===== src/rtl/fsm_pulse_driver.sv =====
// Pulse-count handshake initiator: emits PULSE_COUNT single-cycle pulses with a
// programmable gap, then checks that the counter's completion flag lands on time.
module fsm_pulse_driver #(
    parameter int PULSE_COUNT = 5,
    parameter int CNT_W       = 3,
    parameter int GAP_W       = 4,
    parameter int TIMEOUT     = 8
) (
    input  logic             Clk,
    input  logic             rst_n,
    input  logic             start,
    input  logic [GAP_W-1:0] gap,
    input  logic             ack_in,
    output logic             drv_out,
    output logic             busy,
    output logic             done,
    output logic             err,
    output logic [CNT_W-1:0] pulse_cnt
);

    localparam int TMO_W = $clog2(TIMEOUT + 1);
    localparam logic [CNT_W-1:0] LAST_IDX = CNT_W'(PULSE_COUNT - 1);
    localparam logic [TMO_W-1:0] TMO_LAST = TMO_W'(TIMEOUT - 1);

    typedef enum logic [2:0] {IDLE, PULSE, GAP, WAIT_ACK, DONE, ERR} state_t;

    state_t             state, state_d;
    logic [GAP_W-1:0]   gap_r, gap_r_d;
    logic [GAP_W-1:0]   gap_cnt, gap_cnt_d;
    logic [TMO_W-1:0]   tmo_cnt, tmo_cnt_d;
    logic [CNT_W-1:0]   pulse_cnt_d;
    logic               last_pulse;

    assign last_pulse = (pulse_cnt == LAST_IDX);

    always_comb begin
        // NOTE: every variable gets a default first so no path leaves it unassigned (no latch).
        state_d     = state;
        gap_r_d     = gap_r;
        gap_cnt_d   = gap_cnt;
        tmo_cnt_d   = tmo_cnt;
        pulse_cnt_d = pulse_cnt;
        case (state)
            IDLE: begin
                if (start) begin
                    gap_r_d     = gap;
                    pulse_cnt_d = '0;
                    state_d     = PULSE;
                end
            end
            PULSE: begin
                pulse_cnt_d = pulse_cnt + CNT_W'(1);
                if (ack_in) begin
                    state_d = last_pulse ? DONE : ERR;
                end else if (last_pulse) begin
                    state_d   = WAIT_ACK;
                    tmo_cnt_d = '0;
                end else if (gap_r == '0) begin
                    state_d = PULSE;
                end else begin
                    // Count down gap_r-1 .. 0 so GAP lasts exactly gap_r cycles.
                    state_d   = GAP;
                    gap_cnt_d = gap_r - GAP_W'(1);
                end
            end
            GAP: begin
                if (ack_in)              state_d = ERR;
                else if (gap_cnt == '0)  state_d = PULSE;
                else                     gap_cnt_d = gap_cnt - GAP_W'(1);
            end
            WAIT_ACK: begin
                if (ack_in)                  state_d = DONE;
                else if (tmo_cnt == TMO_LAST) state_d = ERR;
                else                         tmo_cnt_d = tmo_cnt + TMO_W'(1);
            end
            DONE:    state_d = IDLE;
            ERR:     state_d = IDLE;
            default: state_d = IDLE;
        endcase
    end

    always_ff @(posedge Clk or negedge rst_n) begin
        if (!rst_n) begin
            state     <= IDLE;
            gap_r     <= '0;
            gap_cnt   <= '0;
            tmo_cnt   <= '0;
            pulse_cnt <= '0;
        end else begin
            // NOTE: non-blocking assignments so every register updates from pre-edge values.
            state     <= state_d;
            gap_r     <= gap_r_d;
            gap_cnt   <= gap_cnt_d;
            tmo_cnt   <= tmo_cnt_d;
            pulse_cnt <= pulse_cnt_d;
        end
    end

    // Outputs decode only the state register, so ack_in never reaches them combinationally.
    assign drv_out = (state == PULSE);
    assign busy    = (state != IDLE);
    assign done    = (state == DONE);
    assign err     = (state == ERR);

endmodule


===== config.mk =====
export PLATFORM = sky130hd
export DESIGN_NAME = fsm_pulse_driver
export DESIGN_NICKNAME = d
export VERILOG_FILES = /design/src/rtl/fsm_pulse_driver.sv
export SDC_FILE = /design/constraint.sdc
export NUM_CORES = 1
export LEC_CHECK = 0
export ABC_AREA = 1
export CAP_MARGIN = 20
export CORE_MARGIN = 2
export CORE_UTILIZATION = 54
export DETAILED_ROUTE_END_ITERATION = 10
export PLACE_DENSITY = 0.84
export SYNTH_ARGS = -nofsm -noshare
export SYNTH_HDL_FRONTEND = slang
export SYNTH_SLANG_ARGS = --single-unit

===== constraint.sdc =====
create_clock -name Clk -period 1.94 [get_ports Clk]
set_clock_uncertainty 0.15 [all_clocks]
set_input_delay 0.291 -clock Clk [delete_from_list [all_inputs] [get_ports Clk]]
set_output_delay 0.291 -clock Clk [all_outputs]
set_load 0.02 [all_outputs]

==> results of run 1 <==
[layout by cell type, fill, tap and decap left out, drive strengths merged]
cell	instances
nand4	3
o211ai	1
dfrtp	18
a21oi	6
clkinv	1
inv	17
clkdlybuf4s50	10
nand2	39
nand3	20
nor2	15
nor3	2
mux2	1
clkbuf	4
ha	4
buf	4
dlygate4sd2	4
or2	2
o21ai	10
xnor2	2
o21bai	1
[worst max-delay path, stage by stage, from the launching register on]
cell	delay, ns
dfrtp_1	0.43
inv_2	0.13
nand2_4	0.10
nor2_8	0.09
dlygate4sd2_1	0.34
[through the flow]
step	utilization	hold slack (ns)
CTS	0.698	0.161
global route	0.698	0.181
finish	0.698	0.158
floorplan	-	-0.155
global placement	0.678	0.354
detailed placement	0.678	0.364
[layout make-up]
| type | count | share of cell area |
|---|---|---|
| multi-input cells | 106 | 0.465 |
| flip-flops and latches | 18 | 0.320 |
| repair buffers | 18 | 0.117 |
| inverters | 18 | 0.0479 |
| clock buffers | 4 | 0.0257 |
| well taps | 27 | 0.0239 |
[state kept, by name, indices dropped and copies added (netlist names)]
name / flops
tmo_cnt: 4
gap_cnt: 4
state: 3
gap_r: 4
pulse_cnt: 3
[cells by family (layout without fill, tap and decap cells)]
| family | count (synthesis) | in the layout |
|---|---|---|
| adders and majority gates | 4 | 4 |
| buffers and inverters | 19 | 40 |
| muxes | 1 | 1 |
| xor gates and xnor gates | 2 | 2 |
| DFF | 18 | 18 |
| AOI/OAI and AO/OA | 18 | 18 |
| and+or+nand+nor | 81 | 81 |
[per-layer routing]
metal  GRT usage  share of wire  wire, um  vias up
met5           0              0         0        -
met4      0.0991          0.012        29        0
met3      0.0439          0.050       120        4
met2       0.346           0.48      1150       30
met1       0.281           0.45      1080      495
li1            -              -         -      511
[timing repair]
action                                  4_1_cts  5_1_grt
endpoints found under the setup margin        4        0
resized for setup                             5        0
buffers inserted                              1        0
hold buffers                                  0        0
[report_power, final]
| part | internal [W] | switching, W | leakage, nW | total [W] |
|---|---|---|---|---|
| clock | 0.000115 | 0.000120 | 0.0210 | 0.000235 |
| combinational | 0.000493 | 0.000801 | 0.454 | 0.00129 |
| sequential | 0.000531 | 0.000135 | 0.223 | 0.000666 |
| total | 0.00114 | 0.00106 | 0.698 | 0.00219 |
[path summary, 6_finish.rpt]
path,from,endpoint,slack (ns),cells after the start
max,state[2]$_DFFE_PN0P_,drv_out,0.11,4
max reg2reg,state[0]$_DFFE_PN0P_,gap_cnt[2]$_DFFE_PN0P_,0.15,9
min in group Clk,gap_r[3]$_DFFE_PN0P_,gap_r[3]$_DFFE_PN0P_,0.39,1
min reg2reg,gap_r[3]$_DFFE_PN0P_,gap_r[3]$_DFFE_PN0P_,0.39,1
min,rst_n,tmo_cnt[3]$_DFFE_PN0P_,0.16,2
max in group asynchronous,rst_n,state[0]$_DFFE_PN0P_,1.27,2
==> flow_summary.json, run 1 <==
{
  "critPathKind": "reg2out",
  "yosys.area_share.xor_xnor": 0.0148,
  "p_leak_nw": 0.698,
  "syn2layout_area_growth_pct": 19.0,
  "place_inst": 186,
  "antenna_found_initial": 0,
  "ir_worst_vdd_uv": 975,
  "viasPerCell": 5.45,
  "synthFlopType": "dfrtp_1",
  "dp_hpwl_mm": 1.89,
  "fillers": 170,
  "grt_pass1_wl_mm": 4.22,
  "power_w": 0.00219,
  "min_path_type": "in2async",
  "place_area_um2": 1370,
  "syn_area_um2": 1190,
  "ant_nets": 0,
  "max_slew_margin": 0.808,
  "die_area_um2": 2590,
  "antenna_cells": 0,
  "rows": 16,
  "ys_ff_latch": 18,
  "design_area_um2": 1410,
  "gp_congestion": 0.806,
  "synth_top_family_by_area": "simple AND/OR/NAND/NOR gates",
  "post-route-period-util": 0.945,
  "synthMuxAreaShare": 0.00949,
  "synth_area_per_cell_um2": 8.29,
  "arrival_ns": 1.39,
  "drive_gt1_frac": 0.195,
  "grt_pass1_vias": 1029,
  "yosysWarnings": 0,
  "numCtsBuffers": 3,
  "finalSetupViolCount": 0,
  "wire_per_inst_um": 12.5,
  "synth-compound-area-share": 0.0844,
  "multiInputGateArea_um2": 657,
  "drc": 0,
  "die_y_um": 50.9,
  "clock.fmax_mhz": 545,
  "yosys.cell_types.count": 26,
  "ios": 15,
  "post-synth-top-count-cell": "nand2_1",
  "nNetsFinal": 177,
  "cp.required_ns": 1.50,
  "initial_core_util": 0.587,
  "rsz0062_at_grt": "false",
  "syn-instance-count": 143,
  "grt_max_degree": 19,
  "yosys.area_share.simple": 0.403,
  "yosys.area_share.adder": 0.0422,
  "cts_tree": "built",
  "final_cells": 191,
  "cp_max_fo": 5,
  "synthArstFlopShare": 1.00,
  "vias": 1040,
  "drt_iter0_drc": 20,
  "die_x_um": 50.9,
  "core-area_um2": 2020,
  "synth_top_area_cell": "dfrtp_1",
  "synth_nets": 155,
  "totalWireLength_mm": 2.39,
  "status": "complete, no violations",
  "synth_top_area_frac": 0.380,
  "min_period_ns": 1.83,
  "dp_slack_ns": 0.144,
  "clock-sinks": 18,
  "finalSetupTns_ns": 0,
  "drv_cap": 0,
  "hold_viol_final": 0,
  "grt_usage": 0.216,
  "drt-pass1-iter-count": 4,
  "layout_setup_ws_ns": 0.107,
  "clockBufferDepth": 2,
  "clockRootBuffer": "clkbuf_4",
  "portBuffers": 14,
  "seq_area_um2": 452,
  "worstMarginPinSlew_ns": 0.287,
  "power_density_nw_per_um2": 1560,
  "clock_latency_ns": 0.30,
  "htreeDepth": 1,
  "critPathCaptureType": "primary output",
  "start_kind": "flip-flop",
  "synth-edff-count": 0,
  "report.final.slew_viol_count": 0,
  "clk_pin_slew_ns": 0.10,
  "synth.area.top_cells": "dfrtp_1 38%, nand2_1 9.8%, nand2_4 6.6%, nand3_1 6.3%, inv_1 4.4%",
  "ys_top_cells_by_count": "31 x nand2_1, 18 x dfrtp_1, 15 x nand3_1, 14 x inv_1, 11 x nor2_1",
  "overflow": 0,
  "ys_seq_area_frac": 0.380
}
No activity file was read; power rests on OpenSTA's default activity.
==> run 2, diff against run 1 <==
Settings changed: CORE_MARGIN 2 to not set.
==> run 2 against run 1 <==
Maximum frequency decreased by 0.88%. Non-clock buffer count decreased by 1. Power decreased by 1.0%. Core utilization decreased by 0.37 points. First-iteration DRC count decreased by 10%. Critical path depth decreased by 1. Hold slack improved by 0.0021 ns. Register-to-register slack improved by 0.07 ns. Sequential cell count unchanged. Largest cell class unchanged.
==> flow_summary.json, run 2 (same netlist as run 1, synthesis figures left out) <==
{
  "clock.fmax_mhz": 541,
  "final_cell_mix": "31 x nand2_1, 17 x dfrtp_1, 15 x nand3_1",
  "finalSetupTns_ns": 0,
  "mostFrequentLayoutCell": "nand2_1",
  "min_period_ns": 1.85,
  "numCtsBuffers": 3,
  "utilization": 0.694,
  "drive_gt1_frac": 0.190,
  "drv_cap": 0,
  "antenna_cells": 0,
  "drc": 0,
  "die_area_um2": 2390,
  "p_leak_nw": 0.694,
  "post-route-period-util": 0.953,
  "grt_pass1_vias": 992,
  "vias": 1008,
  "hold_viol_final": 0,
  "clock_latency_ns": 0.30,
  "die_y_um": 48.9,
  "clockRootBuffer": "clkbuf_4",
  "path_cells": "nor2_4 > nand2_1 > dlygate4sd2_1",
  "ir_worst_vdd_uv": 970,
  "overflow": 0,
  "totalWireLength_mm": 2.36,
  "rows": 16,
  "ant_nets": 0,
  "clk_pin_slew_ns": 0.11,
  "clockBufferDepth": 2,
  "status": "complete, no violations",
  "critPathCaptureType": "primary output",
  "finalSetupViolCount": 0,
  "start_kind": "flip-flop",
  "arrival_ns": 1.41,
  "nNetsFinal": 176,
  "worst_path_largest_cell_delay_ns": 0.49,
  "initial_core_util": 0.587,
  "portBuffers": 14,
  "dp_hpwl_mm": 1.89,
  "layout_setup_ws_ns": 0.0903,
  "viasPerCell": 5.31,
  "gp_congestion": 0.819,
  "die_x_um": 48.9,
  "ios": 15,
  "worstMarginPinSlew_ns": 0.297,
  "grt_max_degree": 19,
  "cts_tree": "built",
  "min_path_type": "in2async",
  "antenna_found_initial": 0,
  "drt-pass1-iter-count": 4,
  "report.final.slew_viol_count": 0,
  "slowest_stage": "dfrtp_2",
  "reg_top3": "gap_cnt: 4 flops, gap_r: 4 flops, tmo_cnt: 4 flops",
  "core-area_um2": 2020,
  "place_inst": 186,
  "max_slew_margin": 0.801,
  "place_area_um2": 1370,
  "syn2layout_area_growth_pct": 18.4,
  "cp_max_fo": 7,
  "htreeDepth": 1,
  "grt_pass1_wl_mm": 4.22,
  "rsz0062_at_grt": "false",
  "cp.required_ns": 1.50,
  "clock-sinks": 18,
  "design_area_um2": 1400,
  "grt_usage": 0.232,
  "critPathKind": "reg2out",
  "power_density_nw_per_um2": 1550,
  "wire_per_inst_um": 12.4,
  "dp_slack_ns": 0.159,
  "final_cells": 190,
  "drt_iter0_drc": 18
}
run 2: changes by cell type in the layout (fill, tap and decap cells not counted), sizes merged:
cell	before	now
buf	4	3
run 2: final cells by class:
cell class                      count  area (um^2)
Inverter                           18         67.6
Tap cell                           27         33.8
Multi-Input combinational cell    106          657
Timing Repair Buffer               17          158
Clock buffer                        4         36.3
Fill cell                         157          618
Sequential cell                    18          452
run 2: per-layer routing:
| metal | wire length [um] | global-route usage |
|---|---|---|
| met5 | 0 | 0 |
| met4 | 52 | 0.0980 |
| met3 | 104 | 0.0405 |
| met2 | 1150 | 0.394 |
| met1 | 1060 | 0.290 |
run 2: where the power goes:
part / total [W] / switching, W / internal, W
logic: 0.00127 / 0.000792 / 0.000475
registers: 0.000666 / 0.000135 / 0.000531
clock network: 0.000239 / 0.000124 / 0.000115
run 2: what timing repair did:
item | 4_1_cts | 5_1_grt
hold buffers | 0 | 0
setup endpoints to repair | 4 | 0
setup buffers | 0 | 0
resized for setup | 5 | 0
run 2: path summary, 6_finish.rpt:
path	start	end	slack, ns	depth (start not counted)
max reg2reg	state[0]$_DFFE_PN0P_	gap_cnt[2]$_DFFE_PN0P_	0.22	8
min	rst_n	tmo_cnt[2]$_DFFE_PN0P_	0.16	2
max in group asynchronous	rst_n	state[0]$_DFFE_PN0P_	1.27	2
max	state[0]$_DFFE_PN0P_	busy	0.09	3
min reg2reg	gap_r[3]$_DFFE_PN0P_	gap_r[3]$_DFFE_PN0P_	0.38	1
min in group Clk	gap_r[3]$_DFFE_PN0P_	gap_r[3]$_DFFE_PN0P_	0.38	1
run 2: stage by stage:
stage	power [W]	hold WS, ns
6_report	0.00217	0.160
5_1_grt	0.00235	0.181
3_3_place_gp	0.00189	0.352
2_1_floorplan	0.00161	-0.155
4_1_cts	0.00218	0.163
3_5_place_dp	0.00196	0.354
run 2: worst max-delay path, delay by kind of cell (launching register included):
kind                   cells  cell delay, ns
buffers and inverters      1            0.32
DFF                        1            0.49
and+or+nand+nor            2            0.30
==> run 3, diff against run 2 <==
Settings changed: CORE_MARGIN set to 1.
==> results of run 3 <==
No change in the layout: final DEF, timing and power equal those of run 2.
